### config.mk
export PLATFORM = sky130hd
export DESIGN_NAME = id_ex_stage
export DESIGN_NICKNAME = d
export VERILOG_FILES = /design/src/rtl/id_ex_stage_pkg.sv /design/src/rtl/id_ex_stage_load_use.sv /design/src/rtl/id_ex_stage.sv
export SDC_FILE = /design/constraint.sdc
export NUM_CORES = 1
export LEC_CHECK = 0
export CAP_MARGIN = 30
export CORE_AREA = 3 3 119 121
export DETAILED_ROUTE_END_ITERATION = 6
export DIE_AREA = 0 0 122 124
export MAX_ROUTING_LAYER = met4
export PLACE_DENSITY = 0.75
export SYNTH_ARGS = -nofsm -noshare
export SYNTH_HDL_FRONTEND = slang
export SYNTH_SLANG_ARGS = --single-unit
### constraint.sdc
create_clock -name clk -period 1.3 [get_ports clk]
set_clock_uncertainty 0.2 [all_clocks]
set_input_delay 0.26 -clock clk [delete_from_list [all_inputs] [get_ports clk]]
set_output_delay 0.26 -clock clk [all_outputs]
set_load 0.005 [all_outputs]
### src/rtl/id_ex_stage_pkg.sv
// id_ex_stage_pkg: shared register-number constants and ID/EX control bundle layout.
package id_ex_stage_pkg;

    localparam logic [4:0] REG_ZERO = 5'd0;
    localparam logic [4:0] REG_RA   = 5'd31;
    localparam int         ALUOP_W  = 3;

    typedef struct packed {
        logic               regwrite;
        logic               memread;
        logic               memwrite;
        logic               memtoreg;
        logic               alusrc;
        logic               jal;
        logic [ALUOP_W-1:0] aluop;
    } ctrl_t;

endpackage

### src/rtl/id_ex_stage_load_use.sv
// load_use_detector: flags a load in EX whose rt is read by the ID instruction (LOAD_USE_DETECT_EN enables).
module load_use_detector
    import id_ex_stage_pkg::*;
(
    input  logic       i_id_ex_mem_read,
    input  logic [4:0] i_id_ex_rt,
    input  logic [4:0] i_if_id_rs,
    input  logic [4:0] i_if_id_rt,
    output logic       o_hazard
);

`ifdef LOAD_USE_DETECT_EN
    assign o_hazard = i_id_ex_mem_read && (i_id_ex_rt != REG_ZERO) &&
                      ((i_id_ex_rt == i_if_id_rs) || (i_id_ex_rt == i_if_id_rt));
`else
    // Software schedules NOPs after loads; inputs are folded away to a constant.
    assign o_hazard = 1'b0 & (|{i_id_ex_mem_read, i_id_ex_rt, i_if_id_rs, i_if_id_rt});
`endif

endmodule

### src/rtl/id_ex_stage.sv
// id_ex_stage: ID/EX pipeline register with load-use stall and bubble insertion (LOAD_USE_DETECT_EN enables detection).
module id_ex_stage
    import id_ex_stage_pkg::*;
#(
    parameter int N = 32
) (
    input  logic               clk,
    input  logic               reset,
    input  logic [4:0]         IF_ID_Rs,
    input  logic [4:0]         IF_ID_Rt,
    input  logic [4:0]         IF_ID_Rd,
    input  logic [N-1:0]       ReadData1,
    input  logic [N-1:0]       ReadData2,
    input  logic [N-1:0]       Immediate,
    input  logic [N-1:0]       PC_4,
    input  logic               RegWrite,
    input  logic               MemRead,
    input  logic               MemWrite,
    input  logic               MemtoReg,
    input  logic               ALUSrc,
    input  logic               RegDst,
    input  logic               Jal,
    input  logic [ALUOP_W-1:0] ALUOp,
    input  logic               Flush,
    output logic [4:0]         ID_EX_Rs,
    output logic [4:0]         ID_EX_Rt,
    output logic [4:0]         ID_EX_WriteReg,
    output logic [N-1:0]       ID_EX_ReadData1,
    output logic [N-1:0]       ID_EX_ReadData2,
    output logic [N-1:0]       ID_EX_Immediate,
    output logic [N-1:0]       ID_EX_PC_4,
    output logic               ID_EX_RegWrite,
    output logic               ID_EX_MemRead,
    output logic               ID_EX_MemWrite,
    output logic               ID_EX_MemtoReg,
    output logic               ID_EX_ALUSrc,
    output logic               ID_EX_Jal,
    output logic [ALUOP_W-1:0] ID_EX_ALUOp,
    output logic               ID_EX_Valid,
    output logic               Stall
);

    logic [4:0]   r_rs, r_rt, r_write_reg;
    logic [N-1:0] r_rd1, r_rd2, r_imm, r_pc4;
    ctrl_t        r_ctrl;
    logic         r_valid;
    logic         w_hazard;
    logic [4:0]   w_write_reg;
    ctrl_t        w_ctrl;

    load_use_detector u_load_use (
        .i_id_ex_mem_read (r_ctrl.memread),
        .i_id_ex_rt       (r_rt),
        .i_if_id_rs       (IF_ID_Rs),
        .i_if_id_rt       (IF_ID_Rt),
        .o_hazard         (w_hazard)
    );

    // A flushed instruction is discarded anyway, so it must not hold the front end.
    assign Stall       = w_hazard & ~Flush;
    assign w_write_reg = Jal ? REG_RA : (RegDst ? IF_ID_Rd : IF_ID_Rt);
    assign w_ctrl      = {RegWrite, MemRead, MemWrite, MemtoReg, ALUSrc, Jal, ALUOp};

    always_ff @(posedge clk) begin
        if (reset || Flush || w_hazard) begin
            r_rs        <= REG_ZERO;
            r_rt        <= REG_ZERO;
            r_write_reg <= REG_ZERO;
            r_rd1       <= '0;
            r_rd2       <= '0;
            r_imm       <= '0;
            r_pc4       <= '0;
            r_ctrl      <= '0;
            r_valid     <= 1'b0;
        end else begin
            r_rs        <= IF_ID_Rs;
            r_rt        <= IF_ID_Rt;
            r_write_reg <= w_write_reg;
            r_rd1       <= ReadData1;
            r_rd2       <= ReadData2;
            r_imm       <= Immediate;
            r_pc4       <= PC_4;
            r_ctrl      <= w_ctrl;
            r_valid     <= 1'b1;
        end
    end

    assign ID_EX_Rs        = r_rs;
    assign ID_EX_Rt        = r_rt;
    assign ID_EX_WriteReg  = r_write_reg;
    assign ID_EX_ReadData1 = r_rd1;
    assign ID_EX_ReadData2 = r_rd2;
    assign ID_EX_Immediate = r_imm;
    assign ID_EX_PC_4      = r_pc4;
    assign ID_EX_RegWrite  = r_ctrl.regwrite;
    assign ID_EX_MemRead   = r_ctrl.memread;
    assign ID_EX_MemWrite  = r_ctrl.memwrite;
    assign ID_EX_MemtoReg  = r_ctrl.memtoreg;
    assign ID_EX_ALUSrc    = r_ctrl.alusrc;
    assign ID_EX_Jal       = r_ctrl.jal;
    assign ID_EX_ALUOp     = r_ctrl.aluop;
    assign ID_EX_Valid     = r_valid;

endmodule

==> summary.md <==
| Metric | Value |
|---|---|
| Netlist Area Pre-Place | roughly 0.0042 mm² |
| Core Util, Final | 0.584 |
| Max frequency | 0.765 GHz |
| Failing checks | setup timing |
| Fraction of layout cells with a size suffix above 1 | 0.380 |
| Critical path class | reg2out |
| Die Ht | approximately 120 µm |
| Global-route wire length before repair | ~17 mm |
| Crit. End Element | primary output |
| Hold Path Class | in2reg |
| Slowest stage cell, crit path | dfxtp_2 |
| PortBufs | between 300 and 400 |
| Hold_buf cts | 0 |
| RSZ-0062 raised after global routing | yes |
| Antenna Nets Post-Route | 0 |
| Post-synth cell types | 9 |
| Total GRT Usage | 0.158 |
| Via/cell ratio | around 4 |
| CP required | around 0.84 ns |
| CP Data Arrival Time | approximately 0.85 ns |
| Post-CTS Setup Repair Bufs | 0 |
| Synth top area cells | dfxtp_1, and2_1, buf_6, mux2_2, o21a_1 |
| Total CTS buffers | 17 |
| # setup viols final | 6 |
| Via count | 3300 |
| Sequential share of the synthesized area | 0.726 |
| Clock net sink count | around 150 |
| CP Launch Type | register |
| Worst path max stage delay | between 0.3 and 0.4 ns |
| FF+latch area | between 0.003 and 0.004 mm² |
| Vias in the first global route | roughly 3300 |
| Pwr per Cell Area | between 1000 and 1500 mW/mm² |
| IR drop worst, VDD | ~0.00082 V |
| Wire per inst | 14.6 µm |
| Max cap viols | 0 |
| Static leakage | roughly 3.5 nW |
| Worst hold slack | between 0.15 and 0.2 ns |
| Final std cells w/o fill | approximately 830 |
| Drt initial violations | 62 |
| Clock H-tree levels | 4 |
| Commonest cells after routing, fill and taps aside | clkdlybuf4s50_1, and2_1, buf_2 |
| CP max FO | 1 |
| Drt drc | 0 |
| Cells along the critical path | buf_6 |
| Core ar. | between 0.01 and 0.015 mm² |
| Status | finished with violations |
| Post-synthesis cell count | 329 |
| Top-Level Pins | 310 |
| Area of the multi-input gates | 0.00103 mm² |
| Delay-heaviest family, CP | flip-flops |
| Min Tclk post-route | between 1 and 1.5 ns |
| Final Cycle Share | 1.01 |
| Initial antenna violation count | 0 |
| RePlAce Congestion | just under 0.7 |
| Largest net degree at the start of global routing | 70 |
| Buf/Inv on CP | 1 |
| Die ar. | about 0.015 mm² |
| Final WL | 12.1 mm |
| Nets@finish | 798 |
| Warning count from the yosys run | 0 |
| Syn Nets | 485 |
| # rows | 42 |
| Cell total after placement | 799 |
| Area leader, netlist | dfxtp_1 |
| Register bit total from synthesis | 153 |
| Area grow syn2layout | 82.7% |
| Root Buffer | clkbuf_16 |
| CTS max path bufs | 2 |
| Antenna diode count | 0 |
| DP HPWL | approximately 9.4 mm |
| Worst-path clk slew | approximately 0.060 ns |
| Syn Area/Cell | approximately 13 µm² |
| Most common cell after layout, fill and taps aside | clkdlybuf4s50_1 |
| Width of the die | around 120 µm |
| Worst setup margin | -0.00725 ns |
| Final setup TNS | -0.0174 ns |
| Post-placement setup slack | -0.444 ns |
| Pre-antenna DRT Iters | 3 |
| Grt total ovfl | 0 |
| Slew Viols, Final | 0 |
| CTS tree | done |
| FILL cells | around 1100 |
| Final Hold Violating Endpoints | 0 |
| Initial Utilization | 0.320 |
| Share of the synthesized area in the top cell type | 0.726 |
==> through the flow <==
stage          total power [mW]  cell area (µm²)
4_1_cts                    11.5             7470
5_1_grt                    11.8             7710
6_report                   11.4             7710
3_5_place_dp               6.14             7450
3_3_place_gp               6.12             7450
2_1_floorplan              5.26             4220
==> layer usage <==
| layer | share of wire | global-route usage | up-vias |
|---|---|---|---|
| met5 | 0 | - | - |
| met2 | 0.52 | 0.277 | 201 |
| met1 | 0.35 | 0.151 | 1455 |
| met4 | 0.028 | 0.0791 | 0 |
| li1 | - | - | 1622 |
| met3 | 0.11 | 0.0640 | 22 |
==> flip-flops by register name, summed over array words and instances (netlist names) <==
register         flops
ID_EX_ALUOp          3
ID_EX_ALUSrc         1
ID_EX_Immediate     32
ID_EX_Jal            1
ID_EX_MemRead        1
ID_EX_MemWrite       1
ID_EX_MemtoReg       1
ID_EX_PC_4          32
ID_EX_ReadData1     32
ID_EX_ReadData2     32
ID_EX_RegWrite       1
ID_EX_Rs             5
ID_EX_Rt             5
ID_EX_Valid          1
ID_EX_WriteReg       5
==> worst paths after layout <==
check | slack [ns] | depth (start not counted) | end | from
setup / recovery | -0.007 | 1 | ID_EX_PC_4[6] | ID_EX_PC_4[6]
hold / removal | 0.20 | 2 | ID_EX_PC_4[12] | PC_4[12]
==> power breakdown <==
part / leakage (nW) / switching [mW] / internal, mW
clock network: 0.319 / 1.84 / 3.61
registers: 1.28 / 0.0570 / 4.90
logic: 1.93 / 0.267 / 0.703
==> layout make-up <==
| class | instances | share of cell area |
|---|---|---|
| Sequential cell | 153 | 0.407 |
| Timing Repair Buffer | 311 | 0.345 |
| Multi-Input combinational cell | 159 | 0.133 |
| Clock buffer | 21 | 0.0571 |
| Clock inverter | 11 | 0.0286 |
| Tap cell | 176 | 0.0286 |
==> cells in the mapped netlist (all sizes together) <==
| cell type | number |
|---|---|
| conb | 1 |
| nor2 | 1 |
| mux2 | 5 |
| clkbuf | 8 |
| o21a | 5 |
| and2 | 147 |
| dfxtp | 153 |
| buf | 9 |
==> logic make-up (layout without fill, tap and decap cells) <==
family                 after synthesis  in the layout  share of synthesized area
other                                1              1                   0.000889
flip-flops                         153            153                      0.726
AND/OR/NAND/NOR                    148            148                      0.221
AO/OA/AOI/OAI                        5              5                    0.00890
buffers and inverters               17            343                     0.0303
multiplexers                         5              5                     0.0133
==> what timing repair did <==
item,in CTS,in global routing
cloned,0,0
setup endpoints to repair,153,156
gates resized for setup,654,63
endpoints found under the hold margin,0,0
Note: power is estimated with default switching activity, not from simulation.
